**config.mk**
```make
export PLATFORM = sky130hd
export DESIGN_NAME = exmem_reg_flat
export DESIGN_NICKNAME = d
export VERILOG_FILES = /design/src/rtl/exmem_reg_if.sv /design/src/rtl/exmem_reg.sv /design/src/flat_wrapper.sv
export SDC_FILE = /design/constraint.sdc
export NUM_CORES = 1
export LEC_CHECK = 0
export ABC_CLOCK_PERIOD_IN_PS = 3190
export CORE_MARGIN = 2
export CORE_UTILIZATION = 42
export DETAILED_ROUTE_END_ITERATION = 10
export HOLD_SLACK_MARGIN = 0.08
export PLACE_DENSITY = 0.93
export SKIP_LAST_GASP = 1
export SLEW_MARGIN = 0
export SYNTH_ARGS = -nofsm -noshare
export SYNTH_HDL_FRONTEND = slang
export SYNTH_SLANG_ARGS = --single-unit
```
**constraint.sdc**
```tcl
create_clock -name clk -period 3.19 [get_ports clk]
set_clock_uncertainty 0.1 [all_clocks]
set_input_delay 0.319 -clock clk [delete_from_list [all_inputs] [get_ports clk]]
set_output_delay 0.319 -clock clk [all_outputs]
set_load 0.005 [all_outputs]
```
**src/rtl/exmem_reg_if.sv**
```systemverilog
// EX/MEM pipeline register bus: EX-side inputs, hazard controls and MEM-side outputs.
interface exmem_reg_if;
    localparam int unsigned CTRL_W  = 8;
    localparam int unsigned REG_W   = 5;
    localparam int unsigned ADDR_W  = 32;
    localparam int unsigned NADDR_W = 12;
    localparam int unsigned DATA_W  = 32;
    localparam int unsigned FLAG_W  = 3;

    logic                stall;
    logic                flush;
    logic                valid_in;
    logic                ALU_done;
    logic [CTRL_W-1:0]   ctrl_in;
    logic [REG_W-1:0]    DestReg_in;
    logic [ADDR_W-1:0]   ALU_addr_in;
    logic [NADDR_W-1:0]  NON_ALU_addr_in;
    logic [DATA_W-1:0]   MemWrite_data_in;
    logic [FLAG_W-1:0]   flags_in;
    logic                flag_we_in;

    logic [CTRL_W-1:0]   ctrl_out;
    logic [REG_W-1:0]    DestReg_out;
    logic [ADDR_W-1:0]   ALU_addr_out;
    logic [NADDR_W-1:0]  NON_ALU_addr_out;
    logic [DATA_W-1:0]   MemWrite_data_out;
    logic                valid_out;
    logic                ex_stall_req;
    logic [FLAG_W-1:0]   flags_out;
    logic                alu_timeout;

    modport slave (
        input  stall, flush, valid_in, ALU_done, ctrl_in, DestReg_in, ALU_addr_in,
               NON_ALU_addr_in, MemWrite_data_in, flags_in, flag_we_in,
        output ctrl_out, DestReg_out, ALU_addr_out, NON_ALU_addr_out, MemWrite_data_out,
               valid_out, ex_stall_req, flags_out, alu_timeout
    );

    modport master (
        output stall, flush, valid_in, ALU_done, ctrl_in, DestReg_in, ALU_addr_in,
               NON_ALU_addr_in, MemWrite_data_in, flags_in, flag_we_in,
        input  ctrl_out, DestReg_out, ALU_addr_out, NON_ALU_addr_out, MemWrite_data_out,
               valid_out, ex_stall_req, flags_out, alu_timeout
    );
endinterface

```
**src/rtl/exmem_reg.sv**
```systemverilog
// EX/MEM pipeline register with ALU-wait tracking and a sticky ALU timeout flag.
// Define EXMEM_FLAGS_EN to add the {N,Z,V} flag register; otherwise flags_out is tied to zero.
module exmem_reg #(
    parameter int unsigned ALU_TIMEOUT = 16
) (
    input  logic        clk,
    input  logic        rst,
    exmem_reg_if.slave  bus
);
    localparam int unsigned CTRL_W  = 8;
    localparam int unsigned REG_W   = 5;
    localparam int unsigned ADDR_W  = 32;
    localparam int unsigned NADDR_W = 12;
    localparam int unsigned DATA_W  = 32;
    localparam int unsigned FLAG_W  = 3;
    localparam int unsigned CNT_W   = 8;
    localparam logic [CNT_W-1:0] TIMEOUT_CNT = CNT_W'(ALU_TIMEOUT);

    typedef enum logic {ST_RUN = 1'b0, ST_WAIT = 1'b1} state_e;

    state_e              state_q, state_d;
    logic [CNT_W-1:0]    wcnt_q, wcnt_d;
    logic                valid_q, valid_d;
    logic [CTRL_W-1:0]   ctrl_q, ctrl_d;
    logic [REG_W-1:0]    dest_q, dest_d;
    logic [ADDR_W-1:0]   alu_addr_q, alu_addr_d;
    logic [NADDR_W-1:0]  non_alu_q, non_alu_d;
    logic [DATA_W-1:0]   wdata_q, wdata_d;
    logic                timeout_q, timeout_d;
    logic                capture_c;

    assign capture_c = ~bus.flush & ~bus.stall & bus.valid_in & bus.ALU_done;

    // Priority below reset: flush, then stall (hold), then capture / wait bubble / idle bubble.
    always_comb begin
        state_d    = state_q;
        wcnt_d     = wcnt_q;
        valid_d    = valid_q;
        ctrl_d     = ctrl_q;
        dest_d     = dest_q;
        alu_addr_d = alu_addr_q;
        non_alu_d  = non_alu_q;
        wdata_d    = wdata_q;
        timeout_d  = timeout_q;
        if (bus.flush) begin
            state_d    = ST_RUN;
            wcnt_d     = '0;
            valid_d    = 1'b0;
            ctrl_d     = '0;
            dest_d     = '0;
            alu_addr_d = '0;
            non_alu_d  = '0;
            wdata_d    = '0;
        end else if (!bus.stall) begin
            if (bus.valid_in && bus.ALU_done) begin
                state_d    = ST_RUN;
                wcnt_d     = '0;
                valid_d    = 1'b1;
                ctrl_d     = bus.ctrl_in;
                dest_d     = bus.DestReg_in;
                alu_addr_d = bus.ALU_addr_in;
                non_alu_d  = bus.NON_ALU_addr_in;
                wdata_d    = bus.MemWrite_data_in;
            end else if (bus.valid_in) begin
                // Waiting on the ALU: emit a bubble, data outputs keep their last value.
                state_d = ST_WAIT;
                valid_d = 1'b0;
                ctrl_d  = '0;
                if (state_q == ST_WAIT)
                    wcnt_d = (wcnt_q == '1) ? wcnt_q : wcnt_q + CNT_W'(1);
                else
                    wcnt_d = CNT_W'(1);
                if (wcnt_d >= TIMEOUT_CNT)
                    timeout_d = 1'b1;
            end else begin
                state_d = ST_RUN;
                wcnt_d  = '0;
                valid_d = 1'b0;
                ctrl_d  = '0;
            end
        end
    end

    always_ff @(posedge clk) begin
        if (rst) begin
            state_q    <= ST_RUN;
            wcnt_q     <= '0;
            valid_q    <= 1'b0;
            ctrl_q     <= '0;
            dest_q     <= '0;
            alu_addr_q <= '0;
            non_alu_q  <= '0;
            wdata_q    <= '0;
            timeout_q  <= 1'b0;
        end else begin
            state_q    <= state_d;
            wcnt_q     <= wcnt_d;
            valid_q    <= valid_d;
            ctrl_q     <= ctrl_d;
            dest_q     <= dest_d;
            alu_addr_q <= alu_addr_d;
            non_alu_q  <= non_alu_d;
            wdata_q    <= wdata_d;
            timeout_q  <= timeout_d;
        end
    end

`ifdef EXMEM_FLAGS_EN
    logic [FLAG_W-1:0] flags_q, flags_d;

    // Flags only move on a real capture of a flag-writing instruction.
    always_comb begin
        flags_d = flags_q;
        if (capture_c && bus.flag_we_in)
            flags_d = bus.flags_in;
    end

    always_ff @(posedge clk) begin
        if (rst) flags_q <= '0;
        else     flags_q <= flags_d;
    end

    assign bus.flags_out = flags_q;
`else
    logic unused_flags;
    assign unused_flags  = ^{bus.flags_in, bus.flag_we_in, capture_c};
    assign bus.flags_out = FLAG_W'(0);
`endif

    assign bus.valid_out         = valid_q;
    assign bus.ctrl_out          = ctrl_q;
    assign bus.DestReg_out       = dest_q;
    assign bus.ALU_addr_out      = alu_addr_q;
    assign bus.NON_ALU_addr_out  = non_alu_q;
    assign bus.MemWrite_data_out = wdata_q;
    assign bus.alu_timeout       = timeout_q;
    assign bus.ex_stall_req      = bus.valid_in & ~bus.ALU_done & ~bus.flush;
endmodule

```
**src/flat_wrapper.sv**
```systemverilog
// flat-port wrapper written by rule: the top's interface ports become plain ports
module exmem_reg_flat 
#(
    parameter int unsigned ALU_TIMEOUT = 16
)
  (clk, rst, bus_stall, bus_flush, bus_valid_in, bus_ALU_done, bus_ctrl_in, bus_DestReg_in, bus_ALU_addr_in, bus_NON_ALU_addr_in, bus_MemWrite_data_in, bus_flags_in, bus_flag_we_in, bus_ctrl_out, bus_DestReg_out, bus_ALU_addr_out, bus_NON_ALU_addr_out, bus_MemWrite_data_out, bus_valid_out, bus_ex_stall_req, bus_flags_out, bus_alu_timeout);
  exmem_reg_if bus_i ();
  input  logic clk;
  input  logic rst;
  input wire logic [$bits(bus_i.stall)-1:0] bus_stall;
  input wire logic [$bits(bus_i.flush)-1:0] bus_flush;
  input wire logic [$bits(bus_i.valid_in)-1:0] bus_valid_in;
  input wire logic [$bits(bus_i.ALU_done)-1:0] bus_ALU_done;
  input wire logic [$bits(bus_i.ctrl_in)-1:0] bus_ctrl_in;
  input wire logic [$bits(bus_i.DestReg_in)-1:0] bus_DestReg_in;
  input wire logic [$bits(bus_i.ALU_addr_in)-1:0] bus_ALU_addr_in;
  input wire logic [$bits(bus_i.NON_ALU_addr_in)-1:0] bus_NON_ALU_addr_in;
  input wire logic [$bits(bus_i.MemWrite_data_in)-1:0] bus_MemWrite_data_in;
  input wire logic [$bits(bus_i.flags_in)-1:0] bus_flags_in;
  input wire logic [$bits(bus_i.flag_we_in)-1:0] bus_flag_we_in;
  output wire logic [$bits(bus_i.ctrl_out)-1:0] bus_ctrl_out;
  output wire logic [$bits(bus_i.DestReg_out)-1:0] bus_DestReg_out;
  output wire logic [$bits(bus_i.ALU_addr_out)-1:0] bus_ALU_addr_out;
  output wire logic [$bits(bus_i.NON_ALU_addr_out)-1:0] bus_NON_ALU_addr_out;
  output wire logic [$bits(bus_i.MemWrite_data_out)-1:0] bus_MemWrite_data_out;
  output wire logic [$bits(bus_i.valid_out)-1:0] bus_valid_out;
  output wire logic [$bits(bus_i.ex_stall_req)-1:0] bus_ex_stall_req;
  output wire logic [$bits(bus_i.flags_out)-1:0] bus_flags_out;
  output wire logic [$bits(bus_i.alu_timeout)-1:0] bus_alu_timeout;
  assign bus_i.stall = bus_stall;
  assign bus_i.flush = bus_flush;
  assign bus_i.valid_in = bus_valid_in;
  assign bus_i.ALU_done = bus_ALU_done;
  assign bus_i.ctrl_in = bus_ctrl_in;
  assign bus_i.DestReg_in = bus_DestReg_in;
  assign bus_i.ALU_addr_in = bus_ALU_addr_in;
  assign bus_i.NON_ALU_addr_in = bus_NON_ALU_addr_in;
  assign bus_i.MemWrite_data_in = bus_MemWrite_data_in;
  assign bus_i.flags_in = bus_flags_in;
  assign bus_i.flag_we_in = bus_flag_we_in;
  assign bus_ctrl_out = bus_i.ctrl_out;
  assign bus_DestReg_out = bus_i.DestReg_out;
  assign bus_ALU_addr_out = bus_i.ALU_addr_out;
  assign bus_NON_ALU_addr_out = bus_i.NON_ALU_addr_out;
  assign bus_MemWrite_data_out = bus_i.MemWrite_data_out;
  assign bus_valid_out = bus_i.valid_out;
  assign bus_ex_stall_req = bus_i.ex_stall_req;
  assign bus_flags_out = bus_i.flags_out;
  assign bus_alu_timeout = bus_i.alu_timeout;
  exmem_reg #(.ALU_TIMEOUT(ALU_TIMEOUT)) u_core (.clk(clk), .rst(rst), .bus(bus_i));
endmodule
```
==> summary by stage, run 1 <==
Outcome
The flow ran to the end, and the final reports show no timing, DRC or antenna violations.

Timing
For the pin with the worst max-slew slack, the measured transition is 602 ps. The maximum clock frequency is 0.474 GHz. The final setup TNS is 0 ps. Setup repair after global routing left no endpoint under its margin. In the finished design, the share of the clock period the worst path needs comes to 66.1%. Setup slack on the critical path of the routed design comes to 1080 ps. The number of endpoints failing setup at the final stage is 0.

Subtracting the final worst setup slack from the clock period gives 2110 ps. The max-slew violation count is 0. The final count of hold timing violations came to 0. The normalized max-slew margin is 59.9%.

Finish
The post-layout utilization of the core is 66.9%. Leaving out fill and tap cells, the most frequent cell in the layout is sky130_fd_sc_hd__clkdlybuf4s50_1. At the end of the flow, the number of nets in the layout was 726. The repair_antennas step left the layout with diodes totalling 0. The fraction of layout instances using a drive strength above 1 is 5.07%. The area growth from synthesis to layout is 56.0%. Leaving out fill and tap cells, the most frequent cells in the layout are sky130_fd_sc_hd__clkdlybuf4s50_1 (186), sky130_fd_sc_hd__nand2_1 (167), sky130_fd_sc_hd__dfxtp_1 (100).

Clock network
The maximum count of clock buffers along a single path is 2. The quantity of gates resized following cts is 0. The later pin in the worst-skew pair is clocked with a latency of 340 ps.

The cell sitting at the root of the clock tree is a sky130_fd_sc_hd__clkbuf_8. The number of buffers added to fix hold violations after cts is 0. The number of buffers created by CTS is 9. TritonCTS built the clock tree. Counting every sink on the clock net gives 100. The level count of the clock H-tree is 3. The number of setup buffers added after CTS is 0. Clock-pin slew was measured on the worst setup and hold paths at 100 ps.

Routing
The length of the first detailed-routing pass in iterations is 4. The average wire length per cell after detail routing is 14.7 um. The number of routed nets with antenna violations is 0. The mean number of vias per cell is 5.10. For this block, the routed nets add up to 10.8 mm of wire. For this run, design rule violations remaining after detail routing come to 0. For this block, the initial DRC count from the detailed router was 146. The routed layout has 3766 vias.

Synthesis
The yosys synthesis warning count is 0. After synthesis the cells add up to 0.00370 mm2. In the synthesized netlist the dominant register cell turns out to be sky130_fd_sc_hd__dfxtp_1.

The cell count after synthesis is 457. The share of flip-flops with an asynchronous set or reset is 0%. The register bit count reported by yosys is 100.

The mean instance size in the synthesized netlist is 8.10 um2. The number of flops mapped to enable cells by yosys is 0. The sequential area share after synthesis is 54.1%. Counting distinct cell types in the post-synthesis netlist gives 40.

Job
The max-capacitance violation count is 0.

Global route
Global routing used 22.2% of the available tracks. The first global-routing pass estimated 17.6 mm of wire. The via count of the first global-routing pass is 3828. The largest net degree at the start of global routing is 53. The number of antenna violations at the first check in global routing was 0.

The total congestion overflow is 0.

Setup path
The category of the worst setup path capture point is a register. Along the worst path, the maximum fanout reaches 48. The minimum setup slack among reg-to-reg paths is 1110 ps. On the critical path, the stage with the largest delay is an instance of sky130_fd_sc_hd__clkdlybuf4s50_1. The kind of start point of the critical path is a primary input. The capturing point of the worst reg2reg path is u_core.bus.alu_timeout. Walking the worst path, the cells encountered are clkdlybuf4s50_1, inv_2, and3_2, buf_4, nand2_1, a21oi_1.

For this run, the slowest stage of the critical path takes 630 ps. The critical path arrival is 2300 ps. At the worst endpoint, the required time is 3380 ps. Together, buffers and inverters on the worst path number 3.

The launch instance of the worst register-to-register path is u_core.wcnt_q[0]. The dominant delay contributor by cell family on the critical path is buffers and inverters. Counting cells, the worst reg-to-reg path comes to 5.

The class of the most critical setup path is in2reg.

Place
Routability-driven placement finished with a final weighted congestion of 0.853. The number of port buffers is 186. OpenSTA, run right after detailed placement, puts the worst setup slack at 765 ps. The HPWL after detailed placement is 7.90 mm.

Hold path
The min-delay analysis places its worst path in the category reg2reg. The endpoint with the worst hold slack is u_core.bus.ALU_addr_out[28]. The start point of the worst hold path is u_core.bus.ALU_addr_out[28]. The worst hold path passes through 2 cells.

Die
The area of the placeable core is 0.00864 mm2. In this run the vertical extent of the chip is 97.9 um. The initial utilization of the core area, before any placement, comes to 42.9%. The area of the die is 0.00958 mm2.

In this run the count of I/O pins placed on the die edge is 194. The die is 97.9 um wide. The placement row count is 34.

Power
The overall power is 0.00226 W. The analysis attributes to cell leakage a power of 1.89 nW. The power per unit of standard cell area is 391 mW/mm2. The highest ir drop seen on vdd is 0.267 mV.
-- stage by stage --
stage               cell area (um2)  hold WS (ps)  std cells
global route                   5780           381        739
detailed placement             5590           346        723
global placement               5590           341        723
CTS                            5780           361        739
finish                         5780           359        739
floorplan                      3710           292        459
-- worst register-to-register path, stage by stage (launching register included) --
cell	delay [ps]
sky130_fd_sc_hd__dfxtp_1	450
sky130_fd_sc_hd__ha_1	330
sky130_fd_sc_hd__nand3_1	240
sky130_fd_sc_hd__o41a_1	460
sky130_fd_sc_hd__a22oi_1	270
sky130_fd_sc_hd__a211oi_1	120
-- cell usage after synthesis (2+ instances only) --
cell	instances	share of area, %
sky130_fd_sc_hd__a22oi_1	10	2.0
sky130_fd_sc_hd__nor3b_1	2	0.41
sky130_fd_sc_hd__nand3_1	3	0.41
sky130_fd_sc_hd__nor2_1	12	1.2
sky130_fd_sc_hd__clkbuf_1	16	1.6
sky130_fd_sc_hd__dfxtp_1	100	54
sky130_fd_sc_hd__o21ai_1	2	0.27
sky130_fd_sc_hd__o21ai_0	3	0.41
sky130_fd_sc_hd__nor4_1	2	0.34
sky130_fd_sc_hd__nand2_1	167	17
sky130_fd_sc_hd__buf_4	6	1.2
sky130_fd_sc_hd__a21oi_1	88	12
sky130_fd_sc_hd__and4_1	2	0.47
sky130_fd_sc_hd__buf_2	12	1.6
sky130_fd_sc_hd__a211oi_1	3	0.61
sky130_fd_sc_hd__nand4_1	3	0.51
sky130_fd_sc_hd__a32oi_1	2	0.47
sky130_fd_sc_hd__inv_1	2	0.20
-- power by group --
part	total [W]	leakage (nW)	internal [W]	switching, W
Combinational	0.000246	0.998	0.000150	0.0000962
Sequential	0.00127	0.808	0.00126	0.00000874
Clock	0.000738	0.0893	0.000311	0.000427
-- flip-flops by register name, indices dropped and copies added (netlist names) --
| register | cells |
|---|---|
| u_core.state_q | 1 |
| u_core.bus.ctrl_out | 8 |
| u_core.bus.DestReg_out | 5 |
| u_core.bus.MemWrite_data_out | 32 |
| u_core.bus.NON_ALU_addr_out | 12 |
| u_core.wcnt_q | 8 |
| u_core.bus.valid_out | 1 |
| u_core.bus.ALU_addr_out | 32 |
| u_core.bus.alu_timeout | 1 |
-- worst max-delay path by stage --
stage,cells after the start,to,from,slack (ps)
3_5_place_dp,6,u_core.bus.NON_ALU_addr_out[9],bus_stall,770
4_1_cts,3,bus_ex_stall_req,bus_valid_in,1090
2_1_floorplan,5,u_core.bus.alu_timeout,u_core.wcnt_q[0],1490
3_3_place_gp,6,u_core.bus.MemWrite_data_out[1],bus_stall,870
5_1_grt,5,u_core.bus.alu_timeout,u_core.wcnt_q[0],950
6_report,6,u_core.bus.MemWrite_data_out[13],bus_stall,1080
-- logic make-up after synthesis --
logic type,synth area share [%]
simple gates,21.4
other cells,0.101
compound gates,18.9
fa+ha+maj,0.338
buf+inv,5.20
flops,54.1
-- routing by layer --
metal  track usage [%]  part of all wire, %  vias up
li1                  -                    -     1853
met1              24.7                   40     1736
met2              40.5                   51      164
met3              6.66                  7.8       13
met4              7.05                  1.3        0
met5                 0                    0        -
-- layout make-up --
cell class	instances	area, um2
Inverter	3	11.3
Clock buffer	10	138
Fill cell	692	2860
Clock inverter	6	46.3
Tap cell	108	135
Timing Repair Buffer	192	1920
Multi-Input combinational cell	320	1520
Sequential cell	100	2000
No activity file was read; power rests on OpenSTA's default activity.
==> run 2, diff against run 1 <==
--- a/config.mk
+++ b/config.mk
@@ -5,12 +5,12 @@
 export SDC_FILE = /design/constraint.sdc
 export NUM_CORES = 1
 export LEC_CHECK = 0
-export ABC_CLOCK_PERIOD_IN_PS = 3190
+export ABC_CLOCK_PERIOD_IN_PS = 2110
 export CORE_MARGIN = 2
-export CORE_UTILIZATION = 42
+export CORE_UTILIZATION = 39
 export DETAILED_ROUTE_END_ITERATION = 10
 export HOLD_SLACK_MARGIN = 0.08
-export PLACE_DENSITY = 0.93
+export PLACE_DENSITY = 0.87
 export SKIP_LAST_GASP = 1
 export SLEW_MARGIN = 0
 export SYNTH_ARGS = -nofsm -noshare
==> constraint.sdc (replaced) <==
create_clock -name clk -period 2.11 [get_ports clk]
set_clock_uncertainty 0.1 [all_clocks]
set_input_delay 0.211 -clock clk [delete_from_list [all_inputs] [get_ports clk]]
set_output_delay 0.211 -clock clk [all_outputs]
set_load 0.005 [all_outputs]
==> run 2 against run 1 <==
Compared with the run above: non-clock buffer count increased by 3; clock power increased by 57%; combinational power up 54%; critical endpoint is now bus_ex_stall_req; critical path depth shrank 3.
==> summary by stage, run 2 (synthesis gave the netlist of run 1 again) <==
Setup path
In this run the register-to-register setup slack is 280 ps. The category of the worst setup path capture point is an output pin. STA classifies the critical path startpoint as a primary input. The required time reported for the critical path endpoint is 1800 ps. The critical path is of the in2out type. Counting cells, the worst reg-to-reg path comes to 6.

The maximum net fanout on the critical path is 5. The critical path arrival is 1670 ps.

Clock network
The maximum count of clock buffers along a single path is 2. The TritonCTS sink count is 100. The number of buffers added to fix hold violations after cts is 0.

Clock tree synthesis inserted a total of 9 buffers. At the later pin of the worst-skew pair, clock insertion delay measures 340 ps. After clock tree synthesis, the clock-pin slew on the worst setup and hold paths is 100 ps.

The CTS root buffer is sky130_fd_sc_hd__clkbuf_8. The H-tree was split into 3 levels. The quantity of gates resized following cts is 0.

TritonCTS built the clock tree. The count of buffers added by post-CTS timing repair for setup is 0.

Power
Net switching is 23.4% of the power. The total leakage power is 1.92 nW. The overall power is 0.00346 W. The internal portion of total power is 0.00265 W. The combinational group share of total power is 11.0%.

In this run, the clock network consumes 33.4% of the power. The highest ir drop seen on vdd is 0.339 mV. Summed over all nets, the switching power comes to 0.000809 W. The share of total power dissipated in sequential elements is 55.6%. The power per unit of standard cell area is 589 mW/mm2.

Finish
In the final layout, the multi-input gates occupy 0.00152 mm2. In the layout the commonest cells are sky130_fd_sc_hd__clkdlybuf4s50_1 (186), sky130_fd_sc_hd__nand2_1 (167), sky130_fd_sc_hd__dfxtp_1 (100). The library cell used most frequently in the layout, excluding fill and tap cells, is sky130_fd_sc_hd__clkdlybuf4s50_1.

The fraction of layout instances using a drive strength above 1 is 5.52%. Across the whole layout, storage elements account for 0.00200 mm2. The net count of the finished layout is 729. The post-layout utilization of the core is 63.5%. The number of fill cells is 793. The growth of design area from synthesis to finish is 58.6%. The total inserted antenna cells is 0.

Hold path
The path class of the tightest hold or removal check is in2reg. The number of stages on the worst hold path is 3.

Global route
The total routing usage reported by global routing is 19.9%. Entering global routing, the biggest net connects 55 pins. The first global-routing pass estimated 16.5 mm of wire.

Summed over all layers, the global routing overflow is 0. The via count of the first global-routing pass came to 3647. The number of antenna violations at the first check in global routing is 0.

Die
The area of the placeable core is 0.00924 mm2. The width of the die is 101 um. The effective utilization at floorplan is 40.1%. The die covers 0.0103 mm2. The count of pins on the block boundary is 194. The placement row count is 35. The die is 101 um tall.

Place
OpenSTA, run right after detailed placement, puts the worst setup slack at 143 ps. The detailed placer's ending HPWL is 7.80 mm. The congestion estimate from routability-driven global placement came to 0.814. The number of port buffers is 186.

Routing
The routed design uses 799 um of met3 wire. The length of the first detailed-routing pass in iterations is 4. The highest metal layer with signal wires is met4. The final wirelength is 10.7 mm. In the final routed layout, each cell accounts on average for 14.0 um.

The number of routed nets with antenna violations is 0. The met2 wire length is 5.50 mm. After detailed routing, the wire length on met1 is 4.24 mm.

In the routed layout, each cell is associated on average with a via count of 4.95. The detailed router finished its first iteration with 189 violations. The routed layout has 3774 vias. In the routed design, unresolved DRC markers number 0.

Timing
The max-slew violation count came to 0. The final setup TNS is 0 ps. The maximum clock frequency is 0.504 GHz. Setup repair after global routing left no endpoint under its margin.

Setup slack closes at 127 ps. The period utilization is 94.0%. The shortest period the worst path allows is 1980 ps. The final count of hold timing violations is 0.

The number of endpoints failing setup at the final stage is 0.

Outcome
The run finished with clean final reports.

Job
The tool flagged a number of max-cap violations equal to 0.
run 2: cell types whose count changed in the layout (fill, tap and decap cells not counted):
cell                       before  now
sky130_fd_sc_hd__clkbuf_8      10   11
sky130_fd_sc_hd__buf_12         1    4
sky130_fd_sc_hd__clkinv_4       1    0
sky130_fd_sc_hd__clkinv_2       1    0
sky130_fd_sc_hd__inv_6          2    3
run 2: worst max-delay path: stages:
cell and delay (ps):
sky130_fd_sc_hd__clkdlybuf4s50_1 560, sky130_fd_sc_hd__nor3b_1 330, sky130_fd_sc_hd__clkdlybuf4s50_1 570
run 2: layout make-up:
| class | instances | area share, % |
|---|---|---|
| clock buffers | 11 | 2.58 |
| clock inverters | 5 | 0.703 |
| inverters | 3 | 0.192 |
| repair buffers | 195 | 33.7 |
| well taps | 129 | 2.75 |
| multi-input cells | 320 | 26.0 |
| flip-flops and latches | 100 | 34.1 |
run 2: worst paths after layout:
check,start,endpoint
worst min register to register,u_core.bus.MemWrite_data_out[24],u_core.bus.MemWrite_data_out[24]
worst min-delay path,bus_ALU_addr_in[10],u_core.bus.ALU_addr_out[10]
worst max-delay path,bus_valid_in,bus_ex_stall_req
worst max register to register,u_core.wcnt_q[0],u_core.bus.alu_timeout
run 2: per-stage QoR:
step	hold slack, ps	cells	area (um2)
floorplan	184	459	3710
global placement	341	747	5680
detailed placement	346	747	5680
CTS	275	763	5870
global route	285	763	5870
finish	298	763	5870
run 2: power groups by stage:
stage	clock [W]	sequential, W	combinational, W
final	0.00116	0.00192	0.000380
after global routing	0.00128	0.00193	0.000410
after CTS	0.00121	0.00192	0.000382
after detailed placement	0	0.00197	0.000380
after global placement	0	0.00197	0.000370
after floorplan	0	0.00197	0.000120
run 2: layer usage:
layer | up-vias | global-route usage (%)
met5 | - | 0
met4 | 0 | 7.59
met3 | 14 | 5.80
met2 | 145 | 36.7
met1 | 1757 | 21.3
li1 | 1858 | -
==> run 3, diff against run 2 <==
--- a/config.mk
+++ b/config.mk
@@ -8,6 +8,7 @@
 export ABC_CLOCK_PERIOD_IN_PS = 2110
 export CORE_MARGIN = 2
 export CORE_UTILIZATION = 39
+export CTS_CLUSTER_SIZE = 40
 export DETAILED_ROUTE_END_ITERATION = 10
 export HOLD_SLACK_MARGIN = 0.08
 export PLACE_DENSITY = 0.87
==> results of run 3 <==
Same layout as run 2: the final DEF is identical, and so are final timing and power.
